===== src/rtl/lcd_pkg.sv =====
// Shared definitions for the HD44780 16x2 character LCD controller:
// panel command bytes, sequencer/writer state encodings and a column selector.
package lcd_pkg;

   localparam logic [7:0] LCD_FUNC_SET = 8'h38;
   localparam logic [7:0] LCD_DISP_ON  = 8'h0C;
   localparam logic [7:0] LCD_CLEAR    = 8'h01;
   localparam logic [7:0] LCD_ENTRY    = 8'h06;
   localparam logic [7:0] LCD_LINE0    = 8'h80;
   localparam logic [7:0] LCD_LINE1    = 8'hC0;

   typedef enum logic [2:0] {
      ST_POWERUP,
      ST_INIT,
      ST_ADDR0,
      ST_LINE0,
      ST_ADDR1,
      ST_LINE1
   } lcd_state_e;

   typedef enum logic [1:0] {
      PH_IDLE,
      PH_SETUP,
      PH_PULSE,
      PH_WAIT
   } wr_phase_e;

   // Column 0 sits in the top byte, so the bit offset is (15-col)*8 = {~col,3'b000}.
   function automatic logic [7:0] line_char(input logic [127:0] line, input logic [3:0] col);
      return line[{~col, 3'b000} +: 8];
   endfunction

endpackage


===== src/rtl/lcd_byte_writer.sv =====
// Runs one SETUP / PULSE / WAIT byte cycle on the LCD pins. A new start is
// accepted while idle or in the final WAIT cycle so bytes can run back to back.
module lcd_byte_writer
   import lcd_pkg::*;
#(
   parameter int EN_CYC     = 12,
   parameter int CMD_WAIT   = 2500,
   parameter int CLEAR_WAIT = 100000
) (
   input  logic       clk,
   input  logic       rst,
   input  logic       start,
   input  logic [7:0] data,
   input  logic       rs,
   input  logic       long_wait,
   output logic       busy,
   output logic       done,
   output logic [7:0] lcd_data,
   output logic       lcd_rs,
   output logic       lcd_en
);

   localparam int MAX_WAIT = (CLEAR_WAIT > CMD_WAIT) ? CLEAR_WAIT : CMD_WAIT;
   localparam int MAX_CYC  = (MAX_WAIT > EN_CYC) ? MAX_WAIT : EN_CYC;
   localparam int CW       = $clog2(MAX_CYC + 1);

   wr_phase_e     phase_reg, phase_next;
   logic [CW-1:0] cnt_reg, cnt_next;
   logic [7:0]    data_reg, data_next;
   logic          rs_reg, rs_next;
   logic          long_reg, long_next;
   logic [CW-1:0] wait_last;

   always_ff @(posedge clk or posedge rst) begin
      if (rst) begin
         phase_reg <= PH_IDLE;
         cnt_reg   <= '0;
         data_reg  <= 8'h00;
         rs_reg    <= 1'b0;
         long_reg  <= 1'b0;
      end else begin
         phase_reg <= phase_next;
         cnt_reg   <= cnt_next;
         data_reg  <= data_next;
         rs_reg    <= rs_next;
         long_reg  <= long_next;
      end
   end

   always_comb begin
      wait_last  = long_reg ? CW'(CLEAR_WAIT - 1) : CW'(CMD_WAIT - 1);
      done       = (phase_reg == PH_WAIT) && (cnt_reg == wait_last);
      phase_next = phase_reg;
      cnt_next   = cnt_reg;
      data_next  = data_reg;
      rs_next    = rs_reg;
      long_next  = long_reg;
      case (phase_reg)
         PH_SETUP: begin
            phase_next = PH_PULSE;
            cnt_next   = '0;
         end
         PH_PULSE: begin
            if (cnt_reg == CW'(EN_CYC - 1)) begin
               phase_next = PH_WAIT;
               cnt_next   = '0;
            end else begin
               cnt_next = cnt_reg + 1'b1;
            end
         end
         PH_WAIT: begin
            if (done) phase_next = PH_IDLE;
            else      cnt_next   = cnt_reg + 1'b1;
         end
         default: ;
      endcase
      // Data and RS are only re-latched here, so they hold through the whole WAIT.
      if (start && (phase_reg == PH_IDLE || done)) begin
         phase_next = PH_SETUP;
         cnt_next   = '0;
         data_next  = data;
         rs_next    = rs;
         long_next  = long_wait;
      end
   end

   assign busy     = (phase_reg != PH_IDLE);
   assign lcd_en   = (phase_reg == PH_PULSE);
   assign lcd_data = data_reg;
   assign lcd_rs   = rs_reg;

endmodule


===== src/rtl/lcd_controller.sv =====
// HD44780 16x2 controller: power-up wait, init commands, then continuous
// rewrite of both lines from a snapshot latched at the start of each frame.
module lcd_controller
   import lcd_pkg::*;
#(
   parameter int POWERUP_CYC = 750000,
   parameter int EN_CYC      = 12,
   parameter int CMD_WAIT    = 2500,
   parameter int CLEAR_WAIT  = 100000
) (
   input  logic         clk,
   input  logic         rst,
   input  logic [127:0] line0_data,
   input  logic [127:0] line1_data,
   output logic [7:0]   LCD_DATA,
   output logic         LCD_RS,
   output logic         LCD_RW,
   output logic         LCD_EN,
   output logic         LCD_ON,
   output logic         LCD_BLON,
   output logic         frame_done
);

   localparam int PU_W = $clog2(POWERUP_CYC + 1);

   lcd_state_e      state_reg, state_next;
   logic [3:0]      idx_reg, idx_next;
   logic [PU_W-1:0] pu_cnt_reg, pu_cnt_next;
   logic [127:0]    snap0_reg, snap1_reg;
   logic            frame_done_reg, frame_done_next;
   logic            on_reg;
   logic            advance, snap_load;
   logic            wr_start, wr_rs, wr_long, wr_busy, wr_done;
   logic [7:0]      wr_data;

   always_ff @(posedge clk or posedge rst) begin
      if (rst) begin
         state_reg      <= ST_POWERUP;
         idx_reg        <= 4'd0;
         pu_cnt_reg     <= '0;
         snap0_reg      <= '0;
         snap1_reg      <= '0;
         frame_done_reg <= 1'b0;
         on_reg         <= 1'b0;
      end else begin
         state_reg      <= state_next;
         idx_reg        <= idx_next;
         pu_cnt_reg     <= pu_cnt_next;
         frame_done_reg <= frame_done_next;
         on_reg         <= 1'b1;
         if (snap_load) begin
            snap0_reg <= line0_data;
            snap1_reg <= line1_data;
         end
      end
   end

   // (state_reg, idx_reg) names the byte in flight; on advance the next byte
   // is issued in the same cycle its predecessor's WAIT ends.
   always_comb begin
      state_next      = state_reg;
      idx_next        = idx_reg;
      pu_cnt_next     = pu_cnt_reg;
      frame_done_next = 1'b0;
      advance         = 1'b0;
      snap_load       = 1'b0;
      wr_data         = 8'h00;
      wr_rs           = 1'b0;
      wr_long         = 1'b0;

      if (state_reg == ST_POWERUP) begin
         pu_cnt_next = pu_cnt_reg + 1'b1;
         advance     = (pu_cnt_reg == PU_W'(POWERUP_CYC - 1)) && !wr_busy;
      end else begin
         advance = wr_done;
      end

      if (advance) begin
         idx_next = idx_reg + 4'd1;
         case (state_reg)
            ST_POWERUP: begin
               state_next = ST_INIT;
               idx_next   = 4'd0;
            end
            ST_INIT: begin
               if (idx_reg == 4'd3) begin
                  state_next = ST_ADDR0;
                  idx_next   = 4'd0;
               end
            end
            ST_ADDR0: begin
               state_next = ST_LINE0;
               idx_next   = 4'd0;
            end
            ST_LINE0: begin
               if (idx_reg == 4'd15) begin
                  state_next = ST_ADDR1;
                  idx_next   = 4'd0;
               end
            end
            ST_ADDR1: begin
               state_next = ST_LINE1;
               idx_next   = 4'd0;
            end
            default: begin
               if (idx_reg == 4'd15) begin
                  state_next      = ST_ADDR0;
                  idx_next        = 4'd0;
                  frame_done_next = 1'b1;
               end
            end
         endcase
      end

      case (state_next)
         ST_INIT: begin
            case (idx_next[1:0])
               2'd0:    wr_data = LCD_FUNC_SET;
               2'd1:    wr_data = LCD_DISP_ON;
               2'd2:    wr_data = LCD_CLEAR;
               default: wr_data = LCD_ENTRY;
            endcase
            wr_long = (idx_next == 4'd2);
         end
         ST_ADDR0: begin
            wr_data   = LCD_LINE0;
            snap_load = advance;
         end
         ST_LINE0: begin
            wr_data = line_char(snap0_reg, idx_next);
            wr_rs   = 1'b1;
         end
         ST_ADDR1: wr_data = LCD_LINE1;
         ST_LINE1: begin
            wr_data = line_char(snap1_reg, idx_next);
            wr_rs   = 1'b1;
         end
         default: ;
      endcase
      wr_start = advance;
   end

   lcd_byte_writer #(
      .EN_CYC    (EN_CYC),
      .CMD_WAIT  (CMD_WAIT),
      .CLEAR_WAIT(CLEAR_WAIT)
   ) u_writer (
      .clk      (clk),
      .rst      (rst),
      .start    (wr_start),
      .data     (wr_data),
      .rs       (wr_rs),
      .long_wait(wr_long),
      .busy     (wr_busy),
      .done     (wr_done),
      .lcd_data (LCD_DATA),
      .lcd_rs   (LCD_RS),
      .lcd_en   (LCD_EN)
   );

   assign LCD_RW     = 1'b0;
   assign LCD_ON     = on_reg;
   assign LCD_BLON   = on_reg;
   assign frame_done = frame_done_reg;

endmodule


===== config.mk =====
export PLATFORM = sky130hd
export DESIGN_NAME = lcd_controller
export DESIGN_NICKNAME = d
export VERILOG_FILES = /design/src/rtl/lcd_pkg.sv /design/src/rtl/lcd_byte_writer.sv /design/src/rtl/lcd_controller.sv
export SDC_FILE = /design/constraint.sdc
export NUM_CORES = 1
export LEC_CHECK = 0
export CAP_MARGIN = 20
export CORE_MARGIN = 2
export CORE_UTILIZATION = 50
export DETAILED_ROUTE_END_ITERATION = 10
export PLACE_DENSITY = 0.77
export SLEW_MARGIN = 10
export SYNTH_ARGS = -nofsm -noshare
export SYNTH_HDL_FRONTEND = slang
export SYNTH_HIERARCHICAL = 1
export SYNTH_SLANG_ARGS = --single-unit

===== constraint.sdc =====
create_clock -name clk -period 12.2 [get_ports clk]
set_clock_uncertainty 0.1 [all_clocks]
set_input_delay 2.44 -clock clk [delete_from_list [all_inputs] [get_ports clk]]
set_output_delay 2.44 -clock clk [all_outputs]
set_load 0.01 [all_outputs]

==> impl_metrics.env, run 1 <==
export IMPL_drv_cap=0
export IMPL_holdWs_ns=0.377
export IMPL_synth_seq_cells=314
export IMPL_place_hpwl_um=28100
export IMPL_clock_sinks=314
export IMPL_fin_crit_sh_pct=41.1
export IMPL_ios=272
export IMPL_tightestPinTransition_ns=1.05
export IMPL_max_freq_mhz=200
export IMPL_crit_required_ns=12.61
export IMPL_drive_gt1_share_pct=24.0
export IMPL_io_buffers=270
export IMPL_synth_edf_count=0
export IMPL_vias=11200
export IMPL_grt_use_met2_pct=42.4
export IMPL_rsz0062_at_grt="no"
export IMPL_yosys_area_top_type="dfrtp_1"
export IMPL_cts_resized_gates=0
export IMPL_grt_start_max_net_pins=188
export IMPL_dieArea_um2=31200
export IMPL_initial_core_util_pct=50.5
export IMPL_die_w_um=177
export IMPL_stdcell_count=1918
export IMPL_cts_made_buffers=35
export IMPL_drtPass1Iterations=5
export IMPL_finalMaxSlewViolations=0
export IMPL_maxSlewHeadroom_pct=29.9
export IMPL_grt_pass1_wl_um=63200
export IMPL_crit_type="in2async"
export IMPL_crit_arrival_ns=5.42
export IMPL_fin_setup_tns_ns=0
export IMPL_core_area_um2=29500
export IMPL_worst_r2r_path_depth=13
export IMPL_power_mw=2.17
export IMPL_place_gp_congestion=0.887
export IMPL_wl_um=41200
export IMPL_ant_nets=0
export IMPL_ys_seq_area_share_pct=52.8
export IMPL_first_iter_violations=946
export IMPL_htreeDepth=2
export IMPL_path_clk_slew_ns=0.05
export IMPL_hold_depth=1
export IMPL_busiest_layer="met2"
export IMPL_use_met1_pct=34.5
export IMPL_yosysUniqueCellTypes=87
export IMPL_cellPowerDensity_nw_per_um2=115
export IMPL_synthToLayoutAreaGrowth_pct=26.7
export IMPL_root_buffer="clkbuf_16"
export IMPL_cts_buffer_depth=3
export IMPL_grtUsageMet3_pct=4.97
export IMPL_min_period_ns=5.01
export IMPL_place_ws_ns=6.44
export IMPL_fp_dieH_um=177
export IMPL_overflow=0
export IMPL_setup_viol=0
export IMPL_yosysTopAreaCellShare_pct=52.8
export IMPL_async_flop_share_pct=100
export IMPL_rows=63
export IMPL_drcViolationCount=0
export IMPL_grt_pass1_vias=11400
export IMPL_avgSynthCellArea_um2=11.8
export IMPL_synth_fp_nets=1523
export IMPL_power_leakage_nw=8.61
export IMPL_syn_inst=1262
export IMPL_antenna_found_initial=9
export IMPL_end_kind="asynchronous set/reset pin"
export IMPL_netlist_area_um2=14900
export IMPL_yosysWarnings=6
export IMPL_synthFlopType="dfrtp_1"
export IMPL_final_nets=1764
export IMPL_hold_viol=0
export IMPL_track_usage_pct=26.4
export IMPL_cts_setup_buffers=0
export IMPL_cts_tree="yes"
export IMPL_routedWlPerCell_um=21.5
export IMPL_irDropWorstVdd_v=0.000103
export IMPL_min_delay_path_class="reg2reg"
export IMPL_clk_latency_ns=0.52
export IMPL_setup_slack_ns=7.19
export IMPL_synth_area_top_cells="dfrtp_1, mux2_2, nand2_1"
export IMPL_startpoint_type="input port"
export IMPL_status="finished, final reports clean"
export IMPL_holdBufCountCts=0
export IMPL_critical_path_max_fanout=135
export IMPL_place_inst=1856
export IMPL_vias_per_cell=5.83
-- synthesized netlist by cell type, drive strengths merged, types with 3 or more instances --
cell type    n
o22ai       28
or2          6
mux2       268
nand3       73
nor3b        3
o21a         5
o211ai       4
o311ai       4
a22o         4
nand4        9
a21o         4
or4          4
xnor2       15
o31ai        5
nor4         8
a31oi       13
buf         68
clkbuf      11
dfrtp      314
nand2b       4
mux2i       16
nor3        30
a41o         3
or3          8
o221ai      13
a221o        6
nor2        35
a2111oi      3
o21ai       19
nand2      173
inv         14
xor2         7
and3        15
a21oi       25
ha           3
a41oi        8
-- final timing paths --
path                                startpoint             endpoint  slack (ns)
setup / recovery                           rst        snap1_reg[52]        7.19
hold / removal                  pu_cnt_reg[19]       pu_cnt_reg[19]        0.38
setup reg to reg           u_writer/cnt_reg[4]         snap1_reg[3]        7.31
hold reg to reg                 pu_cnt_reg[19]       pu_cnt_reg[19]        0.38
max in group clk           u_writer/cnt_reg[4]         snap1_reg[3]        7.31
min in group asynchronous                  rst  u_writer/cnt_reg[4]        2.37
-- critical path: stages --
cell,delay (ns)
clkdlybuf4s50_1,0.51
inv_8,0.59
buf_4,0.85
buf_4,0.88
-- metal layers --
metal  vias up  part of all wire, %
li1       5062                    -
met1      5614                   40
met2       395                   48
met3       115                  6.6
met4         4                  5.0
met5         -                0.063
-- where the power goes --
group | internal (mW) | leakage (nW) | switching, mW
clock | 0.596 | 0.535 | 0.417
sequential | 1.04 | 4.37 | 0.0000698
combinational | 0.0736 | 3.71 | 0.0394
total | 1.71 | 8.61 | 0.456
-- per-stage QoR --
stage	instance area, um2	util (%)
finish	18900	64.0
CTS	18800	63.9
global route	18900	64.0
floorplan	14900	-
detailed placement	17800	60.2
global placement	17700	60.2
-- cells in the final DEF, fill, tap and decap left out, drive strengths merged, types with 7 or more instances in the layout --
cell type / synthesis / layout
dfrtp: 314 / 314
clkdlybuf4s50: 0 / 270
mux2: 268 / 268
nand2: 173 / 173
nand3: 73 / 73
clkbuf: 11 / 48
nor2: 35 / 35
nor3: 30 / 30
o22ai: 28 / 28
a21oi: 25 / 25
o21ai: 19 / 19
mux2i: 16 / 16
and3: 15 / 15
xnor2: 15 / 15
inv: 14 / 15
a31oi: 13 / 13
buf: 68 / 13
o221ai: 13 / 13
nand4: 9 / 9
a41oi: 8 / 8
or3: 8 / 8
nor4: 8 / 8
xor2: 7 / 7
clkinv: 2 / 7
-- layout make-up --
cell class                 count  area [um2]
clock buffer                  48        1010
antenna                        6        15.0
multi-input combinational    853        6530
inverter                      16        72.6
tap                          390         488
timing repair buffer         283        2810
clock inverter                 8        82.6
sequential                   314        7860
fill                        2327       10600
-- cell families after synthesis --
kind of cell | after synthesis | synth area share (%)
adder cells (fa/ha/maj) | 3 | 0.252
flip-flops | 314 | 52.8
XOR/XNOR | 22 | 1.29
buffers and inverters | 95 | 3.59
AO/OA/AOI/OAI | 163 | 8.06
AND/OR/NAND/NOR | 379 | 12.3
other | 2 | 0.0505
multiplexers | 284 | 21.6
No activity file was read; power rests on OpenSTA's default activity.
==> run 2, diff against run 1 <==
--- a/config.mk
+++ b/config.mk
@@ -7,7 +7,7 @@
 export LEC_CHECK = 0
 export CAP_MARGIN = 20
 export CORE_MARGIN = 2
-export CORE_UTILIZATION = 50
+export CORE_UTILIZATION = 48
 export DETAILED_ROUTE_END_ITERATION = 10
 export PLACE_DENSITY = 0.77
 export SLEW_MARGIN = 10
==> constraint.sdc (replaced) <==
create_clock -name clk -period 4 [get_ports clk]
set_clock_uncertainty 0.1 [all_clocks]
set_input_delay 0.8 -clock clk [delete_from_list [all_inputs] [get_ports clk]]
set_output_delay 0.8 -clock clk [all_outputs]
set_load 0.01 [all_outputs]
==> run 2 against run 1 <==
Compared with the run above:
- final area rose by 6.2%
- first-iteration DRC count rose by 9.4%
- sequential power grew to 3.1 times the previous value
- combinational power grew to 3.2 times the previous value
- wire length up 9.5%
- power grew to 3.2 times the previous value
- critical path depth up 12
- register-to-register slack lost 7.2 ns
- core utilization grew 1.5 points
- worst setup slack got worse by 7.1 ns
- largest power group is now clock
==> impl_metrics.env, run 2 (synthesis results as in run 1) <==
export IMPL_p_int_mw=5.56
export IMPL_r2r_start="u_writer/cnt_reg[8]"
export IMPL_grt_start_max_net_pins=57
export IMPL_crit_required_ns=4.30
export IMPL_cts_made_buffers=36
export IMPL_htreeDepth=2
export IMPL_final_nets=1846
export IMPL_drive_gt1_share_pct=29.2
export IMPL_path_common_cell="o31a_4"
export IMPL_ant_nets=0
export IMPL_synthToLayoutAreaGrowth_pct=34.6
export IMPL_fin_util_pct=65.5
export IMPL_critPathMaxStageDelay_ns=0.54
export IMPL_p_clk_share_pct=49.3
export IMPL_critPathTopFamily="compound AO/OA/AOI/OAI gates"
export IMPL_track_usage_pct=26.9
export IMPL_ios=272
export IMPL_worstHoldStart="pu_cnt_reg[14]"
export IMPL_irDropWorstVdd_v=0.000234
export IMPL_hold_depth=1
export IMPL_fillers=2293
export IMPL_drtPass1Iterations=5
export IMPL_hold_viol=0
export IMPL_io_buffers=270
export IMPL_max_freq_mhz=256
export IMPL_seqPwrFrac_pct=45.5
export IMPL_routedWlPerCell_um=22.5
export IMPL_crit_type="reg2reg"
export IMPL_setup_viol=0
export IMPL_first_iter_violations=1035
export IMPL_min_delay_path_class="reg2reg"
export IMPL_rows=64
export IMPL_startpoint_type="flip-flop"
export IMPL_end_kind="flip-flop"
export IMPL_clk_latency_ns=0.53
export IMPL_overflow=0
export IMPL_place_gp_congestion=0.924
export IMPL_rrSetupSlack_ns=0.09
export IMPL_drv_cap=0
export IMPL_path_cells="or4b_4, nor2_2, o2111ai_2, inv_1, nand2b_1, o31a_4, clkinv_4, nand2b_4, o31a_4, clkbuf_4, o221ai_1, a31oi_2, or3_1, o311ai_0, o31ai_1, mux2_4"
export IMPL_wl_um=45100
export IMPL_clock_sinks=314
export IMPL_power_leakage_nw=9.21
export IMPL_min_period_ns=3.91
export IMPL_power_switching_mw=1.42
export IMPL_initial_core_util_pct=48.7
export IMPL_core_area_um2=30600
export IMPL_fp_dieH_um=180
export IMPL_maxSlewHeadroom_pct=44.9
export IMPL_crit_arrival_ns=4.21
export IMPL_vias=11800
export IMPL_grt_pass1_vias=12000
export IMPL_die_w_um=180
export IMPL_critical_path_max_fanout=8
export IMPL_place_hpwl_um=32200
export IMPL_finalMaxSlewViolations=0
export IMPL_tightestPinTransition_ns=0.824
export IMPL_combPwrFrac_pct=5.2
export IMPL_path_clk_slew_ns=0.06
export IMPL_fin_crit_sh_pct=97.8
export IMPL_layout_common_cells="dfrtp_1, clkdlybuf4s50_1, mux2_2"
export IMPL_grt_pass1_wl_um=68700
export IMPL_dieArea_um2=32400
export IMPL_cellPowerDensity_nw_per_um2=349
export IMPL_final_common_cell="dfrtp_1"
export IMPL_antenna_found_initial=5
export IMPL_cts_buffer_depth=3
export IMPL_cp_slowest_cell="or4b_4"
export IMPL_vias_per_cell=5.89
export IMPL_netSwitchingFraction_pct=20.3
export IMPL_drcViolationCount=0
export IMPL_holdBufCountCts=0
export IMPL_root_buffer="clkbuf_16"
export IMPL_cts_tree="yes"
export IMPL_status="finished, final reports clean"
export IMPL_reg2reg_to="u_writer/lcd_data[6]"
export IMPL_power_mw=6.98
export IMPL_whs_endpoint="pu_cnt_reg[14]"
export IMPL_worst_r2r_path_depth=16
export IMPL_cp_num_buf_inv=3
==> run 2: cell count changes in the layout (fill, tap and decap cells not counted), moves of 3 or more <==
cell / delta
buf_4: +58
buf_12: +16
bufinv_16: +5
o22ai_1: -3
o22ai_2: +3
==> run 2: layout make-up <==
| type | instances | area [um2] | share of cell area (%) |
|---|---|---|---|
| Antenna cell | 5 | 12.5 | 0.0625 |
| Clock buffer | 49 | 1010 | 5.04 |
| Clock inverter | 11 | 223 | 1.11 |
| Inverter | 16 | 72.6 | 0.362 |
| Multi-Input combinational cell | 855 | 6700 | 33.5 |
| Sequential cell | 314 | 7860 | 39.2 |
| Tap cell | 396 | 495 | 2.47 |
| Timing Repair Buffer | 362 | 3650 | 18.2 |
==> run 2: worst reg2reg max path: stages (launching register included) <==
cell and delay, ns:
dfrtp_2 0.44, or4b_4 0.54, nor2_2 0.14, o2111ai_2 0.16, inv_1 0.08, nand2b_1 0.10
o31a_4 0.21, clkinv_4 0.11, nand2b_4 0.09, o31a_4 0.40, clkbuf_4 0.21, o221ai_1 0.23
a31oi_2 0.10, or3_1 0.37, o311ai_0 0.12, o31ai_1 0.13, mux2_4 0.28
==> run 2: worst max-delay path by stage <==
stage / endpoint / cells past startpoint / slack, ns / from
2_1_floorplan: LCD_BLON / 1 / -0.68 / rst
3_3_place_gp: u_writer/lcd_data[0] / 15 / -0.13 / u_writer/cnt_reg[2]
3_5_place_dp: u_writer/lcd_data[0] / 15 / -0.18 / u_writer/cnt_reg[2]
4_1_cts: u_writer/lcd_data[2] / 17 / 0.001 / u_writer/cnt_reg[2]
5_1_grt: u_writer/lcd_data[6] / 17 / -0.02 / u_writer/cnt_reg[1]
6_report: u_writer/lcd_data[6] / 16 / 0.09 / u_writer/cnt_reg[8]
==> run 2: metal layers <==
layer,vias up,global-route usage [%],part of all wire [%]
li1,5228,-,-
met1,5963,36.4,41
met2,529,43.2,48
met3,101,4.57,7.2
met4,0,11.5,3.8
met5,-,0,0
==> run 2: per-stage QoR <==
| step | setup TNS (ns) | std cells | setup WS [ns] | area, um2 | hold WS, ns |
|---|---|---|---|---|---|
| after CTS | 0 | 1987 | 0.00135 | 19700 | 0.369 |
| after floorplan | -193.02 | 1262 | -0.677 | 14900 | 0.338 |
| after global placement | -0.226 | 1927 | -0.131 | 18400 | 0.353 |
| after detailed placement | -0.348 | 1927 | -0.185 | 18400 | 0.358 |
| after global routing | -0.0383 | 2008 | -0.0220 | 20000 | 0.395 |
| final | 0 | 2008 | 0.0888 | 20000 | 0.362 |
==> run 2: power groups by stage <==
stage	Sequential, mW	Combinational [mW]	Clock (mW)
final	3.18	0.364	3.44
after global routing	3.18	0.388	3.64
after CTS	3.18	0.369	3.49
after detailed placement	3.24	0.367	0
after global placement	3.24	0.366	0
after floorplan	3.24	0.0507	0
==> run 2: repair_timing <==
item                       4_1_cts  5_1_grt
setup buffers                    0       12
setup endpoints to repair        6        8
pin swaps                        1        9
gates cloned                     0        4
gates resized for setup          7       27
